$ cat src/rtl/sram_mem_arbiter_pkg.sv
// Shared constants for the SRAM arbiter: FSM encodings and port selects.
package sram_mem_arbiter_pkg;

  localparam logic [1:0] ST_IDLE  = 2'd0;
  localparam logic [1:0] ST_ISSUE = 2'd1;
  localparam logic [1:0] ST_WAIT  = 2'd2;
  localparam logic [1:0] ST_DRAIN = 2'd3;

  localparam logic PORT_I = 1'b0;
  localparam logic PORT_D = 1'b1;

endpackage

$ cat src/rtl/sram_mem_arbiter_if.sv
// Arbiter <-> SRAM controller bus. master = arbiter, slave = controller.
interface sram_mem_arbiter_if;
  logic        enable;
  logic        we;
  logic [31:0] addr;
  logic [31:0] wdata;
  logic [31:0] rdata;
  logic        rd_done;
  logic        wr_done;

  modport master (output enable, we, addr, wdata, input rdata, rd_done, wr_done);
  modport slave  (input enable, we, addr, wdata, output rdata, rd_done, wr_done);
endinterface

$ cat src/rtl/sram_mem_arbiter.sv
// Two-port (fetch / data) arbiter in front of the SRAM controller.
// Data wins ties; one transfer in flight; misaligned and hung accesses
// come back as ready+err with zeroed read data.
module sram_mem_arbiter
  import sram_mem_arbiter_pkg::*;
#(
  parameter int TIMEOUT   = 512,
  parameter int ADDR_BITS = 22
) (
  input  logic        clk,
  input  logic        rst,
  input  logic        i_req,
  input  logic [31:0] i_addr,
  output logic        i_ready,
  output logic [31:0] i_rdata,
  input  logic        d_req,
  input  logic        d_we,
  input  logic [31:0] d_addr,
  input  logic [31:0] d_wdata,
  output logic        d_ready,
  output logic [31:0] d_rdata,
  output logic        stall,
  output logic        err,
  sram_mem_arbiter_if.master mem
);

  localparam int CW = $clog2(TIMEOUT + 1);

  logic [1:0]           state;
  logic                 port_q;
  logic                 we_q;
  logic [ADDR_BITS-1:0] waddr_q;
  logic [31:0]          wdata_q;
  logic [CW-1:0]        cnt;

  logic [31:0] sel_addr;
  logic        accept;
  logic        misal;
  logic        done_in;
  logic        tmo;
  logic        unused_addr_bits;

  assign sel_addr = d_req ? d_addr : i_addr;
  // A ready pulse in flight means the requester has not yet dropped req;
  // hold off so the same request is not granted twice.
  assign accept   = (state == ST_IDLE) & (i_req | d_req) & ~(i_ready | d_ready);
  assign misal    = |sel_addr[1:0];
  assign done_in  = we_q ? mem.wr_done : mem.rd_done;
  assign tmo      = (cnt == CW'(TIMEOUT - 1));
  assign unused_addr_bits = ^sel_addr[31:ADDR_BITS+2];

  assign stall      = (i_req | d_req) & ~(i_ready | d_ready);
  assign mem.enable = (state == ST_ISSUE) | (state == ST_WAIT);
  assign mem.we     = mem.enable & we_q;
  assign mem.addr   = 32'({waddr_q, 1'b0});
  assign mem.wdata  = wdata_q;

  // Arbitration FSM, request latches, timeout counter and response registers.
  always_ff @(posedge clk or negedge rst) begin
    if (!rst) begin
      state   <= ST_IDLE;
      port_q  <= PORT_I;
      we_q    <= 1'b0;
      waddr_q <= '0;
      wdata_q <= '0;
      cnt     <= '0;
      i_ready <= 1'b0;
      d_ready <= 1'b0;
      err     <= 1'b0;
      i_rdata <= '0;
      d_rdata <= '0;
    end else begin
      i_ready <= 1'b0;
      d_ready <= 1'b0;
      err     <= 1'b0;
      case (state)
        ST_IDLE: begin
          if (accept) begin
            if (misal) begin
              err <= 1'b1;
              if (d_req) begin d_ready <= 1'b1; d_rdata <= '0; end
              else       begin i_ready <= 1'b1; i_rdata <= '0; end
            end else begin
              port_q  <= d_req ? PORT_D : PORT_I;
              we_q    <= d_req & d_we;
              waddr_q <= sel_addr[ADDR_BITS+1:2];
              wdata_q <= d_wdata;
              state   <= ST_ISSUE;
            end
          end
        end
        ST_ISSUE: begin
          cnt   <= '0;
          state <= ST_WAIT;
        end
        ST_WAIT: begin
          if (done_in) begin
            if (port_q == PORT_D) begin
              d_ready <= 1'b1;
              if (!we_q) d_rdata <= mem.rdata;
            end else begin
              i_ready <= 1'b1;
              i_rdata <= mem.rdata;
            end
            state <= ST_DRAIN;
          end else if (tmo) begin
            err <= 1'b1;
            if (port_q == PORT_D) begin d_ready <= 1'b1; d_rdata <= '0; end
            else                  begin i_ready <= 1'b1; i_rdata <= '0; end
            state <= ST_DRAIN;
          end else begin
            cnt <= cnt + 1'b1;
          end
        end
        default: begin
          // One long done level must not retrigger the next transfer.
          if (!mem.rd_done && !mem.wr_done) state <= ST_IDLE;
        end
      endcase
    end
  end

endmodule
$ cat src/flat_wrapper.sv
// flat-port wrapper written by rule: the top's interface ports become plain ports
module sram_mem_arbiter_flat import sram_mem_arbiter_pkg::*;
#(
  parameter int TIMEOUT   = 512,
  parameter int ADDR_BITS = 22
)
  (clk, rst, i_req, i_addr, i_ready, i_rdata, d_req, d_we, d_addr, d_wdata, d_ready, d_rdata, stall, err, mem_enable, mem_we, mem_addr, mem_wdata, mem_rdata, mem_rd_done, mem_wr_done);
  sram_mem_arbiter_if mem_i ();
  input  logic clk;
  input  logic rst;
  input  logic i_req;
  input  logic [31:0] i_addr;
  output logic i_ready;
  output logic [31:0] i_rdata;
  input  logic d_req;
  input  logic d_we;
  input  logic [31:0] d_addr;
  input  logic [31:0] d_wdata;
  output logic d_ready;
  output logic [31:0] d_rdata;
  output logic stall;
  output logic err;
  output wire logic [$bits(mem_i.enable)-1:0] mem_enable;
  output wire logic [$bits(mem_i.we)-1:0] mem_we;
  output wire logic [$bits(mem_i.addr)-1:0] mem_addr;
  output wire logic [$bits(mem_i.wdata)-1:0] mem_wdata;
  input wire logic [$bits(mem_i.rdata)-1:0] mem_rdata;
  input wire logic [$bits(mem_i.rd_done)-1:0] mem_rd_done;
  input wire logic [$bits(mem_i.wr_done)-1:0] mem_wr_done;
  assign mem_enable = mem_i.enable;
  assign mem_we = mem_i.we;
  assign mem_addr = mem_i.addr;
  assign mem_wdata = mem_i.wdata;
  assign mem_i.rdata = mem_rdata;
  assign mem_i.rd_done = mem_rd_done;
  assign mem_i.wr_done = mem_wr_done;
  sram_mem_arbiter #(.TIMEOUT(TIMEOUT), .ADDR_BITS(ADDR_BITS)) u_core (.clk(clk), .rst(rst), .i_req(i_req), .i_addr(i_addr), .i_ready(i_ready), .i_rdata(i_rdata), .d_req(d_req), .d_we(d_we), .d_addr(d_addr), .d_wdata(d_wdata), .d_ready(d_ready), .d_rdata(d_rdata), .stall(stall), .err(err), .mem(mem_i));
endmodule
$ cat config.mk
export PLATFORM = sky130hd
export DESIGN_NAME = sram_mem_arbiter_flat
export DESIGN_NICKNAME = d
export VERILOG_FILES = /design/src/rtl/sram_mem_arbiter_pkg.sv /design/src/rtl/sram_mem_arbiter_if.sv /design/src/rtl/sram_mem_arbiter.sv /design/src/flat_wrapper.sv
export SDC_FILE = /design/constraint.sdc
export NUM_CORES = 1
export LEC_CHECK = 0
export CAP_MARGIN = 0
export CORE_ASPECT_RATIO = 2
export CORE_MARGIN = 2
export CORE_UTILIZATION = 25
export CTS_CLUSTER_DIAMETER = 30
export CTS_CLUSTER_SIZE = 30
export DETAILED_ROUTE_END_ITERATION = 8
export HOLD_SLACK_MARGIN = 0.03
export PLACE_DENSITY_LB_ADDON = 0.15
export SYNTH_ARGS = -nofsm -noshare
export SYNTH_HDL_FRONTEND = slang
export SYNTH_SLANG_ARGS = --single-unit
$ cat constraint.sdc
create_clock -name clk -period 5.2 [get_ports clk]
set_input_delay 0.52 -clock clk [delete_from_list [all_inputs] [get_ports clk]]
set_output_delay 0.52 -clock clk [all_outputs]
set_load 0.05 [all_outputs]
Word level (Yosys, flattened, before mapping) --
Cells that the tools add are included.
Storage, ports and cells: flip-flop bits (word level) 135, output and inout port bits 134, word-level logic and storage cells 96
Cells by class: add/subtract/negate cells 1, equal/unequal tests 14, muxes and demuxes 47, bitwise logic cells 10, reductions and logical operators 13
Operator list (number):
- 32-bit 2-to-1 mux | 15
- 32-bit one-hot mux with 2 select lines | 2
- 24-bit 2-to-1 mux | 1
- 10-bit 2-to-1 mux | 2
- 10-bit one-hot mux with 2 select lines | 1
- 1-bit 2-to-1 mux | 17
- 2-bit != test, second input constant | 6
- 10-bit by 1-bit adder with 10-bit output, second input constant | 1
- 10-bit by 9-bit == test with 1-bit output, second input constant | 1
- 2-bit 2-to-1 mux | 5
- 7-bit AND reduction | 1
- 2-bit by 1-bit != test with 1-bit output, second input constant | 3
- 1-bit one-hot mux with 2 select lines | 3
- 2-bit one-hot mux with 3 select lines | 1
- 3-bit AND reduction | 2
- 6-bit AND reduction | 1
- 1-bit bitwise AND | 5
- 4-bit AND reduction | 1
- 2-bit nonzero test | 2
- 4-bit nonzero test | 1
- 3-bit by 1-bit != test with 1-bit output, second input constant | 1
- 3-bit != test, second input constant | 1
- 1-bit bitwise OR | 3
- 2-bit by 1-bit == test with 1-bit output, second input constant | 1
- 6 further kinds | 8

Depth between registers and ports, before layout --
Gate-level depths: netlist of the first run.
depth in word-level cells 5, mapped depth 8

Worst setup path before layout of the first run --
OpenSTA, ideal clock, no wires.
kind register to register, start register u_core.cnt[0], end register u_core.d_rdata[10], library setup time 0.125 ns, data arrival time 2.158 ns, required time 5.075 ns, path slack 2.917 ns, stages on the path, launching flop included 7, buffers on the path 1, period minus slack after synthesis 2.283 ns, path through dfrtp_1 > ha_1 > nand3_2 > or3_4 > a2111oi_4 > buf_6 > mux2_4
On the way: word-level cells in the longest chain between the ends 3
Ends and longest elaborated chain:
- start: declaration | line sram_mem_arbiter.sv:34 | logic [CW-1:0] cnt;
- start signal: assignment | line sram_mem_arbiter.sv:112 | cnt <= cnt + 1'b1;
- 10-bit by 9-bit == test with 1-bit output | line sram_mem_arbiter.sv:49 | assign tmo = (cnt == CW'(TIMEOUT - 1));
- 3-bit by 1-bit != test with 1-bit output (no line)
- 7-bit AND reduction (no line)
- end signal: assignment | line sram_mem_arbiter.sv:100 | if (!we_q) d_rdata <= mem.rdata;
- end: declaration | line sram_mem_arbiter.sv:21 | output logic [31:0] d_rdata,
No other way between the ends. A chain may end at the register's enable or synchronous reset.

Worst setup path in the final report of the first run --
start register u_core.state[0], end register u_core.d_rdata[0]
On the way: word-level cells in the longest chain between the ends 5
Ends and longest elaborated chain:
- start: declaration | line sram_mem_arbiter.sv:29 | logic [1:0] state;
- start signal: assignment | line sram_mem_arbiter.sv:61 | state <= ST_IDLE;
- start signal: assignment | line sram_mem_arbiter.sv:88 | state <= ST_ISSUE;
- start signal: assignment | line sram_mem_arbiter.sv:94 | state <= ST_WAIT;
- 2-bit zero test | line sram_mem_arbiter.sv:46, sram_mem_arbiter.sv:76
- 1-bit bitwise AND (2 in a row) | line sram_mem_arbiter.sv:46 | assign accept = (state == ST_IDLE) & (i_req | d_req) & ~(i_ready | d_ready);
- 2-bit by 1-bit != test with 1-bit output (no line)
- 7-bit AND reduction (no line)
Parallel ways exist; a longest one is shown, timed or not.

==> results of run 1 <==
placed cells by master (no fill, tap or decap), types with 8 or more instances in the layout:
master	n
clkdlybuf4s50_1	241
mux2_2	65
o21ai_0	28
conb_1	10
mux2_4	30
nor2_1	8
clkbuf_16	17
mux2i_1	25
dfrtp_1	135
o31ai_1	10
nand2_1	30
and3_1	33
per-stage QoR:
step	utilization [%]	power (mW)	area, um2	cells
2_1_floorplan	-	4.31	6130	475
3_3_place_gp	36.7	5.59	8780	974
3_5_place_dp	36.7	5.63	8780	974
4_1_cts	39.3	6.96	9410	1005
5_1_grt	39.3	7.20	9410	1005
6_report	39.3	6.85	9410	1005
cells by family after synthesis:
kind of cell,after synthesis,synth area share [%]
buffers and inverters,43,3.77
multiplexers,122,23.9
flip-flops,135,55.4
AO/OA/AOI/OAI,62,7.04
adder cells (fa/ha/maj),5,1.03
AND/OR/NAND/NOR,98,8.86
other,1,0.0615
worst min path at each step:
stage,start,end
6_report,rst,u_core.mem.wdata[30]$_DFFE_PN0P_
5_1_grt,rst,u_core.i_rdata[1]$_DFFE_PN0P_
4_1_cts,rst,u_core.mem.wdata[29]$_DFFE_PN0P_
3_5_place_dp,u_core.waddr_q[16]$_DFFE_PN0P_,u_core.waddr_q[16]$_DFFE_PN0P_
3_3_place_gp,u_core.waddr_q[16]$_DFFE_PN0P_,u_core.waddr_q[16]$_DFFE_PN0P_
2_1_floorplan,rst,u_core.cnt[0]$_DFFE_PN0P_
power groups by stage:
stage                     clock, mW  combinational (mW)  sequential (mW)
after detailed placement          0                3.88             1.75
final                          1.28                3.84             1.73
after global placement            0                3.85             1.73
after global routing           1.37                4.04             1.79
after CTS                      1.33                3.89             1.74
after floorplan                   0                1.15             3.16
layer usage:
layer,part of all wire (%),wire (um)
met5,0,0
met4,2.9,519
met3,7.1,1260
met2,55,9850
met1,35,6190
state kept, by name, indices dropped and copies added (netlist names):
signal,flops
u_core.waddr_q,22
u_core.d_ready,1
u_core.mem.wdata,32
u_core.cnt,10
u_core.err,1
u_core.i_ready,1
u_core.state,2
u_core.i_rdata,32
u_core.we_q,1
u_core.port_q,1
u_core.d_rdata,32
critical path, delay by kind of cell, from the launching register on:
family,cells,cell delay (ns)
buffers and inverters,3,0.96
multiplexers,1,0.41
adder cells (fa/ha/maj),1,0.86
AO/OA/AOI/OAI,2,0.55
flip-flops,1,0.40
cell type report:
cell class | count | area share [%]
inverters | 7 | 0.279
well taps | 287 | 3.82
repair buffers | 248 | 26.2
clock buffers | 23 | 5.08
clock inverters | 8 | 1.54
flip-flops and latches | 135 | 35.9
multi-input cells | 297 | 27.1
==> metrics, run 1 <==
status completed; crit start category flip-flop; CP arrival 3.64 ns; Vias per Instance 4.58; Crit path required time 5.51 ns; grt peak-use layer met2; clk buf depth 2; Worst Path Class, Setup flip-flop to flip-flop; Post-synth EDFFs 0; FF-to-FF path depth 7; via count 4603; vias in the first global route 5210; Mapped Cells 466; reg2reg start u_core.state[0]$_DFFE_PN0P_; CTS Sinks 135; GRT overflow 0; largest net degree at the start of global routing 92; Die Y 225 um; first-pass GRT wire length 28.2 mm; Int Power 3.73 mW; Synth Register Bits 135; num ports 269; P&R area growth vs syn 54.2%; Iter 0 DRT Violations 172; routability congestion estimate 0.742; post-synthesis sequential area ratio 55.4%; Max stage delay on crit path 0.86 ns; share of layout cells above drive strength 1 19.6%; Syn Area/Cell 13.1 um2; WHS 0.166 ns; CP cell instances inv_1, ha_2, inv_2, o21a_1, a2111oi_4, buf_4, mux2_2; setup slack, reg-to-reg 1.87 ns; CP Max Fanout 51; max-slew violation count 0; Comb power frac 56.0%; endpoints failing hold 0; RR Endpoint u_core.d_rdata[0]$_DFFE_PN0P_; initial antenna violation count 0; main area contributors after synthesis dfrtp_1 (55%), mux2_2 (12%), mux2_4 (7.4%), mux2i_1 (4.1%), and3_1 (3.4%); CP Capture Type flip-flop; Tcrit/Tclk final 64.1%; max cap viols 0; met1 Use GR 14.0%; Setup crit end u_core.d_rdata[0]$_DFFE_PN0P_; DIE WIDTH 114 um; Routed WL per cell 17.7 um; mapped cell area 0.00610 mm2; Reg power frac 25.2%; Min-Delay Path Class primary input to async pin; worst-skew pair later-pin latency 0.43 ns; final net count 846; First-pass DRT Iterations 4; post-synth top area share 55.4%; clock-pin transition on the worst setup and hold timing paths 0.06 ns; die area 0.0257 mm2; switching share of total power 45.6%; final setup fails 0; maximum clock frequency 300 MHz; Antenna diodes 0; Worst Skew 0.00600 ns; final worst slack 1.87 ns; Total Routing Usage GR 14.4%; RSZ-0062 raised after global routing no; Reg area 0.00338 mm2; fillers 2290; predominant post-synthesis flop cell dfrtp_1; pwr dens 728 mW/mm2; VDD IR max 285 uV; Post-synth ARST share 100%; Resized cells post-CTS 0; clock power share 18.7%; multi-input logic area 0.00255 mm2; Synth cell types 54; row cnt 80; Sum Neg Setup Slack 0 ns; P_sw 3.12 mW; Starting Density 25.5%; slowest CP cell ha_2; most frequent cells after synthesis dfrtp_1 (135), mux2_2 (65), and3_1 (33); total wire length 17.8 mm; met2 global-route usage 26.7%; Core Region 0.0239 mm2; Hold-fix buffers, CTS 0; post-CTS setup buffers 0; Leak 4.23 nW; Slew headroom 33.4%; most frequent cell after synthesis dfrtp_1; IO Port Bufs 242; htree depth 4; root buf cell clkbuf_16; TritonCTS Buffers 17; DP HPWL 12.7 mm; CTS tree done; crit path time final 3.33 ns; Worst Setup SP u_core.state[0]$_DFFE_PN0P_; pre-CTS setup slack 1.44 ns; cell taking the most area after synthesis dfrtp_1; routing usage on met3 4.87%; Yosys warning count 0; antenna-violating nets left 0; # DRC 0; Least-Margin Pin Slew 1.00 ns
(Power assumes the default switching activity.)
==> run 2, diff against run 1 <==
clock period = 3.35 ns   (was 5.2 ns; I/O delays follow)
==> run 2 against run 1 <==
  * Utilization up 0.42 points
  * Critical endpoint is now mem_we
  * Critical path depth down 3
  * Largest power group unchanged
  * Clock power up 62%
  * Wire length about the same
  * Via count up 0.22%
  * Clock skew up 0.00067 ns
  * Die area unchanged
  * Clock-buffer cell count unchanged
  * Worst setup slack worse by 1.2 ns
  * Critical path type is now flip-flop to primary output
==> metrics, run 2 (synthesis gave the netlist of run 1 again) <==
status completed; CP Capture Type primary output; CP arrival 2.31 ns; DP HPWL 13.2 mm; num ports 269; # DRC 0; First-pass DRT Iterations 5; IO Port Bufs 242; crit start category flip-flop; most common cell after layout, fill and taps aside clkdlybuf4s50_1; post-CTS setup buffers 0; Tcrit/Tclk final 78.8%; largest net degree at the start of global routing 80; routability congestion estimate 0.761; Least-Margin Pin Slew 0.846 ns; multi-input logic area 0.00255 mm2; worst-skew pair later-pin latency 0.43 ns; max-slew violation count 0; Worst Skew 0.00667 ns; Starting Density 25.5%; Core Region 0.0239 mm2; maximum clock frequency 379 MHz; Iter 0 DRT Violations 211; WHS 0.450 ns; CP Max Fanout 7; RSZ-0062 raised after global routing no; most frequent cells in the layout clkdlybuf4s50_1 (241), dfrtp_1 (135), mux2_2 (65), and3_1 (33); crit path time final 2.64 ns; fillers 2312; total wire length 17.8 mm; Antenna diodes 0; Hold-fix buffers, CTS 1; root buf cell clkbuf_16; Min-Delay Path Class primary input to async pin; htree depth 4; Reg area 0.00338 mm2; DIE WIDTH 114 um; P&R area growth vs syn 55.9%; vias in the first global route 5069; Sum Neg Setup Slack 0 ns; Slew headroom 43.1%; pwr dens 1130 mW/mm2; clk buf depth 2; Vias per Instance 4.57; Total Routing Usage GR 14.5%; first-pass GRT wire length 27.9 mm; final setup fails 0; GRT overflow 0; post-layout util 39.7%; Crit path required time 3.01 ns; TritonCTS Buffers 17; die area 0.0257 mm2; CTS tree done; via count 4613; row cnt 80; VDD IR max 440 uV; share of layout cells above drive strength 1 19.9%; clock-pin transition on the worst setup and hold timing paths 0.06 ns; CTS Sinks 135; initial antenna violation count 0; Leak 4.29 nW; Routed WL per cell 17.6 um; endpoints failing hold 0; Worst Path Class, Setup flip-flop to primary output; Resized cells post-CTS 0; final net count 849; antenna-violating nets left 0; FF-to-FF path depth 6; Die Y 225 um; max cap viols 0
## run 2: cell type report
type                       count  share of cell area [%]
inverter                       7                   0.276
tap                          287                    3.78
timing repair buffer         251                    26.8
multi-input combinational    297                    26.8
clock inverter                 9                    1.79
clock buffer                  23                    5.03
sequential                   135                    35.5
## run 2: worst paths after layout
| check | startpoint | end | slack [ns] |
|---|---|---|---|
| worst min register to register | u_core.waddr_q[21]$_DFFE_PN0P_ | u_core.waddr_q[21]$_DFFE_PN0P_ | 0.48 |
| worst max-delay path | u_core.state[0]$_DFFE_PN0P_ | mem_we | 0.71 |
| worst max register to register | u_core.cnt[0]$_DFFE_PN0P_ | u_core.d_rdata[31]$_DFFE_PN0P_ | 0.81 |
| worst min-delay path | rst | u_core.mem.wdata[29]$_DFFE_PN0P_ | 0.45 |
| max in group asynchronous | rst | u_core.mem.wdata[3]$_DFFE_PN0P_ | 2.13 |
| min in group clk | d_we | u_core.we_q$_DFFE_PN0P_ | 0.48 |
## run 2: per-stage QoR
stage	cells	cell area (um2)	power (mW)	setup slack [ns]
floorplan	475	6130	6.69	1.07
finish	1009	9510	10.8	0.709
detailed placement	976	8850	8.81	0.733
global placement	976	8850	8.74	0.784
global route	1009	9510	11.3	0.563
CTS	1009	9510	11.0	0.645
## run 2: power breakdown
group | leakage (nW) | internal, mW | switching [mW]
sequential | 1.77 | 2.31 | 0.383
combinational | 2.20 | 2.24 | 3.78
clock | 0.321 | 1.37 | 0.693
total | 4.29 | 5.92 | 4.86
## run 2: worst max-delay path: stages (launching register included)
cell and delay [ns]:
dfrtp_1 0.38, inv_1 0.09, ha_1 0.42, and2_1 0.16, clkdlybuf4s50_1 0.81
## run 2: routing by layer
metal	GRT usage (%)	up-vias	routed length, um
li1	-	2130	-
met1	13.7	2276	5990
met2	26.7	184	10000
met3	5.33	23	1350
met4	7.32	0	468
met5	0	-	0
